==> src/rtl/uart_pkg.sv <==
// Shared UART definitions: FSM state codes, oversampling ratio and the
// mid-start tick used by both directions of the link.
package uart_pkg;
  localparam int OVERSAMPLE     = 16;
  localparam int MID_START_TICK = 7;

  localparam logic [1:0] IDLE  = 2'd0;
  localparam logic [1:0] START = 2'd1;
  localparam logic [1:0] DATA  = 2'd2;
  localparam logic [1:0] STOP  = 2'd3;

  function automatic logic maj3(input logic a, input logic b, input logic c);
    return (a & b) | (a & c) | (b & c);
  endfunction
endpackage

==> src/rtl/uart_rx_sync.sv <==
// Two-flop synchronizer for asynchronous single-bit inputs (RX pin, buttons).
module uart_rx_sync #(
  parameter logic RST_VAL = 1'b1
) (
  input  logic clk,
  input  logic rst_n,
  input  logic i_d,
  output logic o_q
);
  logic r_meta;
  logic r_sync;

  always_ff @(posedge clk or negedge rst_n) begin
    if (!rst_n) begin
      r_meta <= RST_VAL;
      r_sync <= RST_VAL;
    end else begin
      r_meta <= i_d;
      r_sync <= r_meta;
    end
  end

  assign o_q = r_sync;
endmodule

==> src/rtl/uart_rx.sv <==
// UART receiver, 16x oversampled, DBIT data bits LSB first, SB_TICK stop ticks.
// Define UART_RX_MAJORITY_EN for 2-of-3 voting around each decision point.
module uart_rx #(
  parameter int DBIT    = 8,
  parameter int SB_TICK = 16
) (
  input  logic       clk,
  input  logic       rst_n,
  input  logic       s_tick,
  input  logic       rx,
  output logic [7:0] dout,
  output logic       rx_done_tick,
  output logic       frame_err
);
  import uart_pkg::*;

  localparam logic [4:0] MID_S     = 5'(MID_START_TICK);
  localparam logic [4:0] BIT_LAST  = 5'(OVERSAMPLE - 1);
  localparam logic [4:0] STOP_LAST = 5'(SB_TICK - 1);
  localparam logic [2:0] N_LAST    = 3'(DBIT - 1);

  logic       w_rx_s;
  logic       w_sample;
  logic       r_rx_s_d;
  logic [1:0] r_state;
  logic [4:0] r_s;
  logic [2:0] r_n;
  logic [7:0] r_b;
  logic [7:0] r_dout;
  logic       r_done;
  logic       r_ferr;

  uart_rx_sync #(.RST_VAL(1'b1)) u_sync (
    .clk  (clk),
    .rst_n(rst_n),
    .i_d  (rx),
    .o_q  (w_rx_s)
  );

`ifdef UART_RX_MAJORITY_EN
  // Two earlier samples are banked; the third is the live value at the decision tick.
  logic [1:0] r_vote;
  logic       w_vote_en;

  always_comb begin
    w_vote_en = 1'b0;
    case (r_state)
      START:   w_vote_en = (r_s == MID_S - 5'd2) || (r_s == MID_S - 5'd1);
      DATA:    w_vote_en = (r_s == BIT_LAST - 5'd2) || (r_s == BIT_LAST - 5'd1);
      STOP:    w_vote_en = (r_s == STOP_LAST - 5'd2) || (r_s == STOP_LAST - 5'd1);
      default: w_vote_en = 1'b0;
    endcase
  end

  always_ff @(posedge clk or negedge rst_n) begin
    if (!rst_n)                  r_vote <= 2'b11;
    else if (s_tick && w_vote_en) r_vote <= {r_vote[0], w_rx_s};
  end

  assign w_sample = maj3(r_vote[1], r_vote[0], w_rx_s);
`else
  assign w_sample = w_rx_s;
`endif

  always_ff @(posedge clk or negedge rst_n) begin
    if (!rst_n) begin
      r_rx_s_d <= 1'b1;
      r_state  <= IDLE;
      r_s      <= '0;
      r_n      <= '0;
      r_b      <= '0;
      r_dout   <= '0;
      r_done   <= 1'b0;
      r_ferr   <= 1'b0;
    end else begin
      r_rx_s_d <= w_rx_s;
      r_done   <= 1'b0;
      r_ferr   <= 1'b0;
      case (r_state)
        IDLE: begin
          // Edge, not level: a line stuck low after a framing error stays idle.
          if (r_rx_s_d && !w_rx_s) begin
            r_s     <= '0;
            r_state <= START;
          end
        end
        START: begin
          if (s_tick) begin
            if (r_s == MID_S) begin
              if (!w_sample) begin
                r_s     <= '0;
                r_n     <= '0;
                r_state <= DATA;
              end else begin
                r_state <= IDLE;
              end
            end else begin
              r_s <= r_s + 5'd1;
            end
          end
        end
        DATA: begin
          if (s_tick) begin
            if (r_s == BIT_LAST) begin
              r_b <= {w_sample, r_b[7:1]};
              r_s <= '0;
              if (r_n == N_LAST) r_state <= STOP;
              else               r_n     <= r_n + 3'd1;
            end else begin
              r_s <= r_s + 5'd1;
            end
          end
        end
        STOP: begin
          if (s_tick) begin
            if (r_s == STOP_LAST) begin
              r_dout  <= r_b >> (8 - DBIT);
              r_done  <= w_sample;
              r_ferr  <= ~w_sample;
              r_state <= IDLE;
            end else begin
              r_s <= r_s + 5'd1;
            end
          end
        end
        default: r_state <= IDLE;
      endcase
    end
  end

  assign dout         = r_dout;
  assign rx_done_tick = r_done;
  assign frame_err    = r_ferr;
endmodule

==> config.mk <==
export PLATFORM = sky130hd
export DESIGN_NAME = uart_rx
export DESIGN_NICKNAME = d
export VERILOG_FILES = /design/src/rtl/uart_pkg.sv /design/src/rtl/uart_rx_sync.sv /design/src/rtl/uart_rx.sv
export SDC_FILE = /design/constraint.sdc
export NUM_CORES = 1
export LEC_CHECK = 0
export ABC_AREA = 1
export BUFFER_PORTS_ARGS = -buffer_cell sky130_fd_sc_hd__buf_2
export CORE_MARGIN = 2
export CORE_UTILIZATION = 58
export DETAILED_ROUTE_END_ITERATION = 8
export PLACE_DENSITY = 0.87
export SYNTH_ARGS = -nofsm -noshare
export SYNTH_HDL_FRONTEND = slang
export SYNTH_SLANG_ARGS = --single-unit
export TNS_END_PERCENT = 100
==> constraint.sdc <==
create_clock -name clk -period 2.05 [get_ports clk]
set_input_delay 0.3075 -clock clk [delete_from_list [all_inputs] [get_ports clk]]
set_output_delay 0.3075 -clock clk [all_outputs]
set_load 0.01 [all_outputs]
==> metrics.md, run 1 <==
| Metric | Value |
|---|---|
| Hold Crit Class | `in -> async` |
| H-tree level count | `2` |
| Routability cong. | `0.970` |
| R2R Path End | `rx_done_tick$_DFF_PN0_` |
| Core Area | `0.00276 mm^2` |
| Layout Utilization | `0.646` |
| Cells on worst reg2reg path | `8` |
| Die area | `0.00333 mm^2` |
| CP Cell Sequence | `ha_1 > nand2_1 > nor2_1 > ha_1 > nand2_1 > nor2_4 > inv_2 > nor2_1` |
| Max Fclk | `559 MHz` |
| Row count | `19` |
| Hold_ws | `-0.00714 ns` |
| Syn Nets | `191` |
| Cells after Synth | `181` |
| Die width | `57.7 um` |
| Slowest cell on the critical path | `dfrtp_1` |
| RSZ-0062 raised after global routing | `no` |
| Synth area leader | `dfrtp_1` |
| Slew HR | `0.560` |
| Drt total wl | `3010 um` |
| GRT Overall Usage | `0.222` |
| Layout Nets | `207` |
| Power after layout | `1.65 mW` |
| Max-Cap Viols | `0` |
| Max Slew Vio Count | `0` |
| CP endpoint kind | `flop` |
| Kind of critical path | `reg -> reg` |
| Max VDD drop | `0.000821 V` |
| Final critical-path required period | `1.79 ns` |
| Area Overhead vs Synth | `6.51%` |
| Worst EP required | `2.29 ns` |
| Via density | `5.31` |
| Family with the most delay on the worst path | `simple AND/OR/NAND/NOR gates` |
| Starting DRT DRC Count | `78` |
| Area fraction of the dominant cell type after synthesis | `0.419` |
| Outcome | `finished, violations left` |
| Initial antenna violation count | `0` |
| First-pass GRT wire length | `5460 um` |
| Vias in the first global route | `1,195` |
| IO Port Bufs | `13` |
| Worst skew pair latency | `0.33 ns` |
| Post-DRT Antenna Nets | `0` |
| Final Hold Vio Count | `7` |
| Initial core utilization | `0.607` |
| Peak fanout along the critical path | `14` |
| Final Setup Violations | `0` |
| Longest Clk Path Bufs | `2` |
| Critical Path Stages | `8` |
| CTS root buf | `clkbuf_4` |
| CTS Hold Bufs | `0` |
| CP arrival | `2.03 ns` |
| 1st-pass router iterations | `4` |
| Pleak | `0.955 nW` |
| Final worst slack | `0.261 ns` |
| Overflow after GRT | `0` |
| Setup crit start | `r_s[0]$_DFFE_PN0P_` |
| Top Ports | `14` |
| CTS sink cnt | `31` |
| TritonCTS clock tree | `yes` |
| Crit path largest cell delay | `0.39 ns` |
| Ys Warns | `0` |
| Pre-CTS setup slack | `0.281 ns` |
| Vert. Die Dim | `57.7 um` |
| Reg2reg setup slack | `0.26 ns` |
| Unique masters post-synth | `27` |
| Via count | `1,217` |
| Post-cts resize count | `0` |
| Wire per inst | `13.2 um` |
| Worst Setup EP | `rx_done_tick$_DFF_PN0_` |
| Ant diodes | `0` |
| Worst slew pin tran | `0.661 ns` |
| Tcrit/Tclk final | `0.873` |
| DRC | `0` |
| Largest net degree at the start of global routing | `32` |
| Reg2reg start | `r_s[0]$_DFFE_PN0P_` |
| Failing checks | `hold timing` |
| Syn Area/Cell | `9.24 um^2` |
| Clock slew at reported path FFs | `0.10 ns` |
| Post-CTS Setup Repair Bufs | `0` |
| Half-perimeter wire length after detailed placement | `2250 um` |
| Setup_tns | `0 ns` |
| Cell Pwr Density | `928 mW/mm^2` |
| Sequential area share after synthesis | `0.466` |
| Yosys reg bits | `31` |
| CP bufs+invs | `1` |
| Post-Synthesis Cell Area | `0.00167 mm^2` |
| Synth top area cells | `dfrtp_1, nand2_1, dfstp_2` |
| CP Launch Type | `flop` |
| Fin Clk Skew | `0.00812 ns` |
| TritonCTS Buffers | `5` |
| Share of cells above drive strength 1 | `0.283` |
[sequential cells by signal, summed over array words and instances, names as in the netlist, named ones only]
name	count
r_state	1
r_s	5
dout	8
rx_done_tick	1
r_b	8
frame_err	1
r_rx_s_d	1
u_sync.o_q	1
u_sync.r_meta	1
r_n	3
[worst min-delay path by stage]
stage / endpoint / slack (ns) / start
2_1_floorplan: async pin / 0.01 / rst_n
3_3_place_gp: u_sync.o_q$_DFF_PN1_ / 0.35 / u_sync.r_meta$_DFF_PN1_
3_5_place_dp: u_sync.o_q$_DFF_PN1_ / 0.35 / u_sync.r_meta$_DFF_PN1_
4_1_cts: r_state[0]$_DFFE_PN0P_ / 0.02 / rst_n
5_1_grt: r_state[0]$_DFFE_PN0P_ / 0.04 / rst_n
6_report: r_state[0]$_DFFE_PN0P_ / -0.007 / rst_n
[per-stage QoR]
stage	instance area [um^2]	cells
after detailed placement	1730	221
after floorplan	1670	181
after CTS	1780	229
after global routing	1780	229
after global placement	1730	221
final	1780	229
[kinds of logic (layout without fill, tap and decap cells)]
logic type	count (synthesis)	after routing	synth area share
AO/OA/AOI/OAI	20	20	0.0913
XOR/XNOR	1	1	0.00524
adder cells (fa/ha/maj)	6	6	0.0449
buffers and inverters	26	43	0.0823
flip-flops	31	31	0.466
AND/OR/NAND/NOR	97	97	0.310
[cell type report]
class                   instances  area, um^2
clock buffers                   7        45.0
clock inverters                 1        5.00
fillers                       235         976
inverters                      22        92.6
multi-input cells             124         756
flip-flops and latches         31         779
well taps                      31        38.8
repair buffers                 13        65.1
[worst reg2reg max path: stages (launching register included)]
cell	delay, ns
dfrtp_1	0.39
ha_1	0.18
nand2_1	0.07
nor2_1	0.19
ha_1	0.28
nand2_1	0.11
nor2_4	0.14
inv_2	0.13
nor2_1	0.19
[placed cells by master, fill, tap and decap left out, drive strengths merged]
master and n:
and2 1, a21oi 3, o211ai 3, ha 6, dfstp 3, nand3 12, buf 13, inv 22
or2 1, nor2 17, nand2 64, clkbuf 7, nand4 1, xor2 1, o21ai 14, nand3b 1
dfrtp 28, clkinv 1
[cells in the mapped netlist]
library cell  count
nand3_4           2
nand2_1          57
nand2_2           4
nor2_1           11
o21ai_1           4
o21ai_0           1
buf_6             4
nand3_1           9
nand2_4           3
xor2_1            1
or2_2             1
nor2_4            2
inv_1            17
and2_1            1
inv_6             2
nand3b_1          1
nand3_2           1
o211ai_1          3
nor2_2            1
inv_2             3
o21ai_2           9
nand4_1           1
dfstp_2           3
dfrtp_1          28
nor2_8            3
a21oi_2           3
ha_1              6
[where the power goes]
part / switching [mW] / total, mW / internal [mW]
logic: 0.351 / 0.543 / 0.192
clock network: 0.202 / 0.336 / 0.133
registers: 0.102 / 0.776 / 0.674
total: 0.655 / 1.65 / 0.999
[per-layer routing]
| metal | wire length, um | track usage | vias to the layer above |
|---|---|---|---|
| met2 | 1470 | 0.352 | 31 |
| met5 | 0 | 0 | - |
| met4 | 48 | 0.0864 | 0 |
| met3 | 188 | 0.0692 | 5 |
| met1 | 1300 | 0.284 | 582 |
| li1 | - | - | 599 |
Note: power is estimated with default switching activity, not from simulation.
==> run 2, diff against run 1 <==
--- a/config.mk
+++ b/config.mk
@@ -10,7 +10,7 @@
 export CORE_MARGIN = 2
 export CORE_UTILIZATION = 58
 export DETAILED_ROUTE_END_ITERATION = 8
-export PLACE_DENSITY = 0.87
+export PLACE_DENSITY_LB_ADDON = 0.15
 export SYNTH_ARGS = -nofsm -noshare
 export SYNTH_HDL_FRONTEND = slang
 export SYNTH_SLANG_ARGS = --single-unit
==> metrics.md, run 2 (synthesis results as in run 1) <==
| Metric | Value |
|---|---|
| Hold_ws | `-0.0115 ns` |
| Drt total wl | `2690 um` |
| Initial antenna violation count | `0` |
| Layout Utilization | `0.654` |
| Core Area | `0.00276 mm^2` |
| Cells on worst reg2reg path | `12` |
| TritonCTS clock tree | `yes` |
| Clock slew at reported path FFs | `0.10 ns` |
| Routability cong. | `0.851` |
| Reg2reg start | `r_s[0]$_DFFE_PN0P_` |
| Final Setup Violations | `0` |
| IO Port Bufs | `13` |
| Post-CTS Setup Repair Bufs | `0` |
| CP Cell Sequence | `ha_1 > nand2_1 > nor2_1 > ha_1 > inv_1 > nor2_1 > inv_1 > nand3_2 > inv_1 > nand2_2 > nand2_1 > nand2_1` |
| Pleak | `0.963 nW` |
| Final critical-path required period | `1.78 ns` |
| 1st-pass router iterations | `4` |
| Outcome | `finished, violations left` |
| Worst EP required | `2.32 ns` |
| Max Fclk | `562 MHz` |
| Layout Nets | `207` |
| Peak fanout along the critical path | `3` |
| Cell Pwr Density | `957 mW/mm^2` |
| Max-Cap Viols | `0` |
| Slowest cell on the critical path | `dfrtp_1` |
| CTS root buf | `clkbuf_4` |
| Max Slew Vio Count | `0` |
| Die width | `57.7 um` |
| Via count | `1,175` |
| Area Overhead vs Synth | `7.85%` |
| Worst skew pair latency | `0.33 ns` |
| Max VDD drop | `0.000755 V` |
| Longest Clk Path Bufs | `2` |
| Share of cells above drive strength 1 | `0.293` |
| Starting DRT DRC Count | `61` |
| Failing checks | `hold timing` |
| GRT Overall Usage | `0.202` |
| Crit path largest cell delay | `0.38 ns` |
| Final Hold Vio Count | `7` |
| First-pass GRT wire length | `4970 um` |
| Overflow after GRT | `0` |
| Kind of critical path | `reg -> reg` |
| Setup crit start | `r_s[0]$_DFFE_PN0P_` |
| Via density | `5.13` |
| Initial core utilization | `0.607` |
| Ant diodes | `0` |
| Row count | `19` |
| Die area | `0.00333 mm^2` |
| Wire per inst | `11.7 um` |
| TritonCTS Buffers | `5` |
| CP Launch Type | `flop` |
| CP endpoint kind | `flop` |
| Tcrit/Tclk final | `0.868` |
| DRC | `0` |
| Worst slew pin tran | `0.660 ns` |
| Top Ports | `14` |
| Fin Clk Skew | `0.00605 ns` |
| CTS sink cnt | `31` |
| RSZ-0062 raised after global routing | `no` |
| H-tree level count | `2` |
| Most frequent cells in the layout | `nand2_1, dfrtp_1, inv_1, buf_2, nor2_1` |
| Vias in the first global route | `1,153` |
| Vert. Die Dim | `57.7 um` |
| Post-DRT Antenna Nets | `0` |
| Largest net degree at the start of global routing | `32` |
| Most common cell after layout, fill and taps aside | `nand2_1` |
| Setup_tns | `0 ns` |
| Post-cts resize count | `0` |
| Slew HR | `0.560` |
| CTS Hold Bufs | `0` |
| CP arrival | `2.05 ns` |
| Half-perimeter wire length after detailed placement | `2030 um` |
| Hold Crit Class | `in -> async` |
## run 2: cell types whose count changed in the layout (fill, tap and decap cells not counted)
cell,change
clkbuf_1,-2
clkbuf_8,+2
clkinv_2,-1
clkinvlp_4,+1
## run 2: final cells by class
type / count / area, um^2
Timing Repair Buffer: 13 / 65.1
Multi-Input combinational cell: 124 / 756
Clock inverter: 1 / 7.51
Fill cell: 245 / 953
Sequential cell: 31 / 779
Clock buffer: 7 / 65.1
Inverter: 22 / 92.6
Tap cell: 31 / 38.8
## run 2: worst max-delay path, delay by kind of cell (launching register included)
family / cells / cell delay (ns)
simple gates: 7 / 0.67
fa+ha+maj: 2 / 0.46
flops: 1 / 0.38
buf+inv: 3 / 0.21
## run 2: through the flow
step           cells  power, mW  area, um^2  setup slack, ns
2_1_floorplan    181       1.24        1670            0.462
3_3_place_gp     221       1.31        1730            0.388
3_5_place_dp     221       1.33        1730            0.269
4_1_cts          229       1.75        1800            0.260
5_1_grt          229       1.86        1800           0.0914
6_report         229       1.73        1800            0.271
## run 2: final timing paths
| path | to | slack [ns] |
|---|---|---|
| worst max-delay path | r_s[4]$_DFFE_PN0P_ | 0.27 |
| worst min-delay path | r_n[2]$_DFFE_PN0P_ | -0.01 |
| worst max register to register | r_s[4]$_DFFE_PN0P_ | 0.27 |
| worst min register to register | u_sync.o_q$_DFF_PN1_ | 0.37 |
| max in group asynchronous | frame_err$_DFF_PN0_ | 1.62 |
| min in group clk | u_sync.r_meta$_DFF_PN1_ | 0.07 |
## run 2: report_power, final
part | leakage, nW | internal, mW | switching, mW
clock | 0.0375 | 0.200 | 0.210
sequential | 0.398 | 0.674 | 0.0988
combinational | 0.528 | 0.191 | 0.352
total | 0.963 | 1.07 | 0.661
## run 2: per-layer routing
metal  vias to the layer above  wire length (um)  track usage
li1                        604                 -            -
met1                       547              1160        0.244
met2                        20              1380        0.339
met3                         4               119       0.0670
met4                         0                25       0.0698
met5                         -                 0            0
==> run 3, diff against run 2 <==
--- a/config.mk
+++ b/config.mk
@@ -5,10 +5,9 @@
 export SDC_FILE = /design/constraint.sdc
 export NUM_CORES = 1
 export LEC_CHECK = 0
-export ABC_AREA = 1
 export BUFFER_PORTS_ARGS = -buffer_cell sky130_fd_sc_hd__buf_2
 export CORE_MARGIN = 2
-export CORE_UTILIZATION = 58
+export CORE_UTILIZATION = 57
 export DETAILED_ROUTE_END_ITERATION = 8
 export PLACE_DENSITY_LB_ADDON = 0.15
 export SYNTH_ARGS = -nofsm -noshare
==> metrics.md, run 3 <==
| Metric | Value |
|---|---|
| Final Setup Violations | `0` |
| Most frequent cells in the layout | `dfrtp_1, mux2_2, buf_2, buf_4, inv_1` |
| Routability cong. | `0.798` |
| Max Slew Vio Count | `0` |
| CTS root buf | `clkbuf_4` |
| Initial antenna violation count | `0` |
| Peak fanout along the critical path | `3` |
| Sequential area share after synthesis | `0.553` |
| Fin Clk Skew | `0.00458 ns` |
| Yosys reg bits | `31` |
| TritonCTS Buffers | `5` |
| Final critical-path required period | `2.04 ns` |
| Initial core utilization | `0.585` |
| CP arrival | `2.24 ns` |
| Pleak | `0.856 nW` |
| CTS Hold Bufs | `0` |
| Layout Nets | `151` |
| Synth async-reset ratio | `1.00` |
| Post-DRT Antenna Nets | `0` |
| Reg2reg start | `r_s[0]$_DFFE_PN0P_` |
| Largest net degree at the start of global routing | `32` |
| Area fraction of the dominant cell type after synthesis | `0.497` |
| Clock slew at reported path FFs | `0.09 ns` |
| 1st-pass router iterations | `4` |
| Ys Warns | `0` |
| Most frequent cell after synthesis | `dfrtp_1` |
| Area Overhead vs Synth | `18.6%` |
| Ant diodes | `0` |
| Power after layout | `1.50 mW` |
| Final Hold Vio Count | `0` |
| Worst slew pin tran | `0.653 ns` |
| Via count | `991` |
| Worst Setup EP | `r_s[2]$_DFFE_PN0P_` |
| Post-synth top cells | `dfrtp_1, mux2_2, inv_1` |
| Unique masters post-synth | `29` |
| Pre-CTS setup slack | `0.0153 ns` |
| Tcrit/Tclk final | `0.993` |
| Max-Cap Viols | `0` |
| Row count | `18` |
| CTS sink cnt | `31` |
| Longest Clk Path Bufs | `2` |
| Drt total wl | `2560 um` |
| Outcome | `complete, no violations` |
| Hold Crit Class | `in -> async` |
| RSZ-0062 raised after global routing | `yes` |
| Most common cell after layout, fill and taps aside | `dfrtp_1` |
| CP Launch Type | `flop` |
| Max VDD drop | `0.000690 V` |
| Synth area leader | `dfrtp_1` |
| Syn Nets | `122` |
| Half-perimeter wire length after detailed placement | `1780 um` |
| Worst EP required | `2.26 ns` |
| Cell Pwr Density | `896 mW/mm^2` |
| Die width | `53.7 um` |
| Worst skew pair latency | `0.32 ns` |
| Top Ports | `14` |
| Cells after Synth | `112` |
| Share of cells above drive strength 1 | `0.411` |
| Vert. Die Dim | `53.7 um` |
| Slew HR | `0.565` |
| Final worst slack | `0.0143 ns` |
| Cells on worst reg2reg path | `8` |
| Kind of critical path | `reg -> reg` |
| Max Fclk | `491 MHz` |
| Number of flops mapped to enable cells by yosys | `0` |
| Die area | `0.00289 mm^2` |
| First-pass GRT wire length | `4060 um` |
| Overflow after GRT | `0` |
| TritonCTS clock tree | `yes` |
| Synth top area cells | `dfrtp_1, mux2_2, dfstp_2` |
| Reg2reg setup slack | `0.01 ns` |
| Vias in the first global route | `914` |
| R2R Path End | `r_s[2]$_DFFE_PN0P_` |
| Wire per inst | `15.0 um` |
| H-tree level count | `2` |
| Top FF cell, synth | `dfrtp_1` |
| Setup crit start | `r_s[0]$_DFFE_PN0P_` |
| CP endpoint kind | `flop` |
| Core Area | `0.00241 mm^2` |
| IO Port Bufs | `13` |
| Syn Area/Cell | `12.6 um^2` |
| Post-Synthesis Cell Area | `0.00141 mm^2` |
| Starting DRT DRC Count | `9` |
| Via density | `5.80` |
| DRC | `0` |
| GRT Overall Usage | `0.205` |
run 3: changes by cell type after synthesis, sizes merged, moves of 10 or more:
cell	change
nand2	-61
nand3	-10
inv	-15
mux2	+17
nor2	-13
o21ai	-10
run 3: how the worst min path moves through the flow:
stage	cells past startpoint	slack [ns]	to	start
2_1_floorplan	0	0.01	async pin	rst_n
3_3_place_gp	0	0.35	u_sync.o_q$_DFF_PN1_	u_sync.r_meta$_DFF_PN1_
3_5_place_dp	0	0.36	u_sync.o_q$_DFF_PN1_	u_sync.r_meta$_DFF_PN1_
4_1_cts	1	0.01	frame_err$_DFF_PN0_	rst_n
5_1_grt	1	0.05	r_s[2]$_DFFE_PN0P_	rst_n
6_report	1	0.004	r_s[2]$_DFFE_PN0P_	rst_n
run 3: area by class of cell:
class                      count  area (um^2)
multi-input combinational     71          617
inverter                       7         26.3
fill                         186          738
tap                           30         37.5
clock inverter                 1         5.00
clock buffer                   6         51.3
timing repair buffer          25          155
sequential                    31          779
run 3: metal layers:
layer | track usage | share of wire | vias up
met4 | 0.115 | 0.021 | 0
met3 | 0.0667 | 0.031 | 5
met1 | 0.243 | 0.42 | 508
met2 | 0.327 | 0.53 | 15
met5 | 0 | 0 | -
li1 | - | - | 463
run 3: metrics by stage:
step           std cells  instance area [um^2]  hold slack (ns)  utilization  setup TNS (ns)
2_1_floorplan        112                  1430           0.0119            -               0
3_3_place_gp         160                  1580            0.345        0.656               0
3_5_place_dp         160                  1580            0.356        0.656               0
4_1_cts              167                  1640           0.0123        0.679               0
5_1_grt              171                  1670           0.0471        0.694          -0.100
6_report             171                  1670          0.00371        0.694               0
run 3: kinds of logic (layout without fill, tap and decap cells):
group | after synthesis | in the layout | share of synthesized area
compound gates | 21 | 21 | 0.104
fa+ha+maj | 6 | 6 | 0.0533
buf+inv | 10 | 39 | 0.0293
flops | 31 | 31 | 0.553
mux | 18 | 18 | 0.152
simple gates | 26 | 26 | 0.108
run 3: report_power, final:
part	internal (mW)	switching, mW
Sequential	0.672	0.0679
Clock	0.159	0.191
Combinational	0.223	0.185
run 3: worst max-delay path, stage by stage, from the launching register on:
cell and delay [ns]:
dfrtp_1 0.39, ha_2 0.19, and3_4 0.16, ha_4 0.15, a21bo_1 0.17, a221o_1 0.35
buf_4 0.15, o31ai_2 0.24, o41ai_1 0.11
run 3: what timing repair did:
action / 4_1_cts / 5_1_grt
pin swaps: 1 / 4
buffers inserted: 0 / 4
gates resized for setup: 0 / 1
setup endpoints to repair: 1 / 2
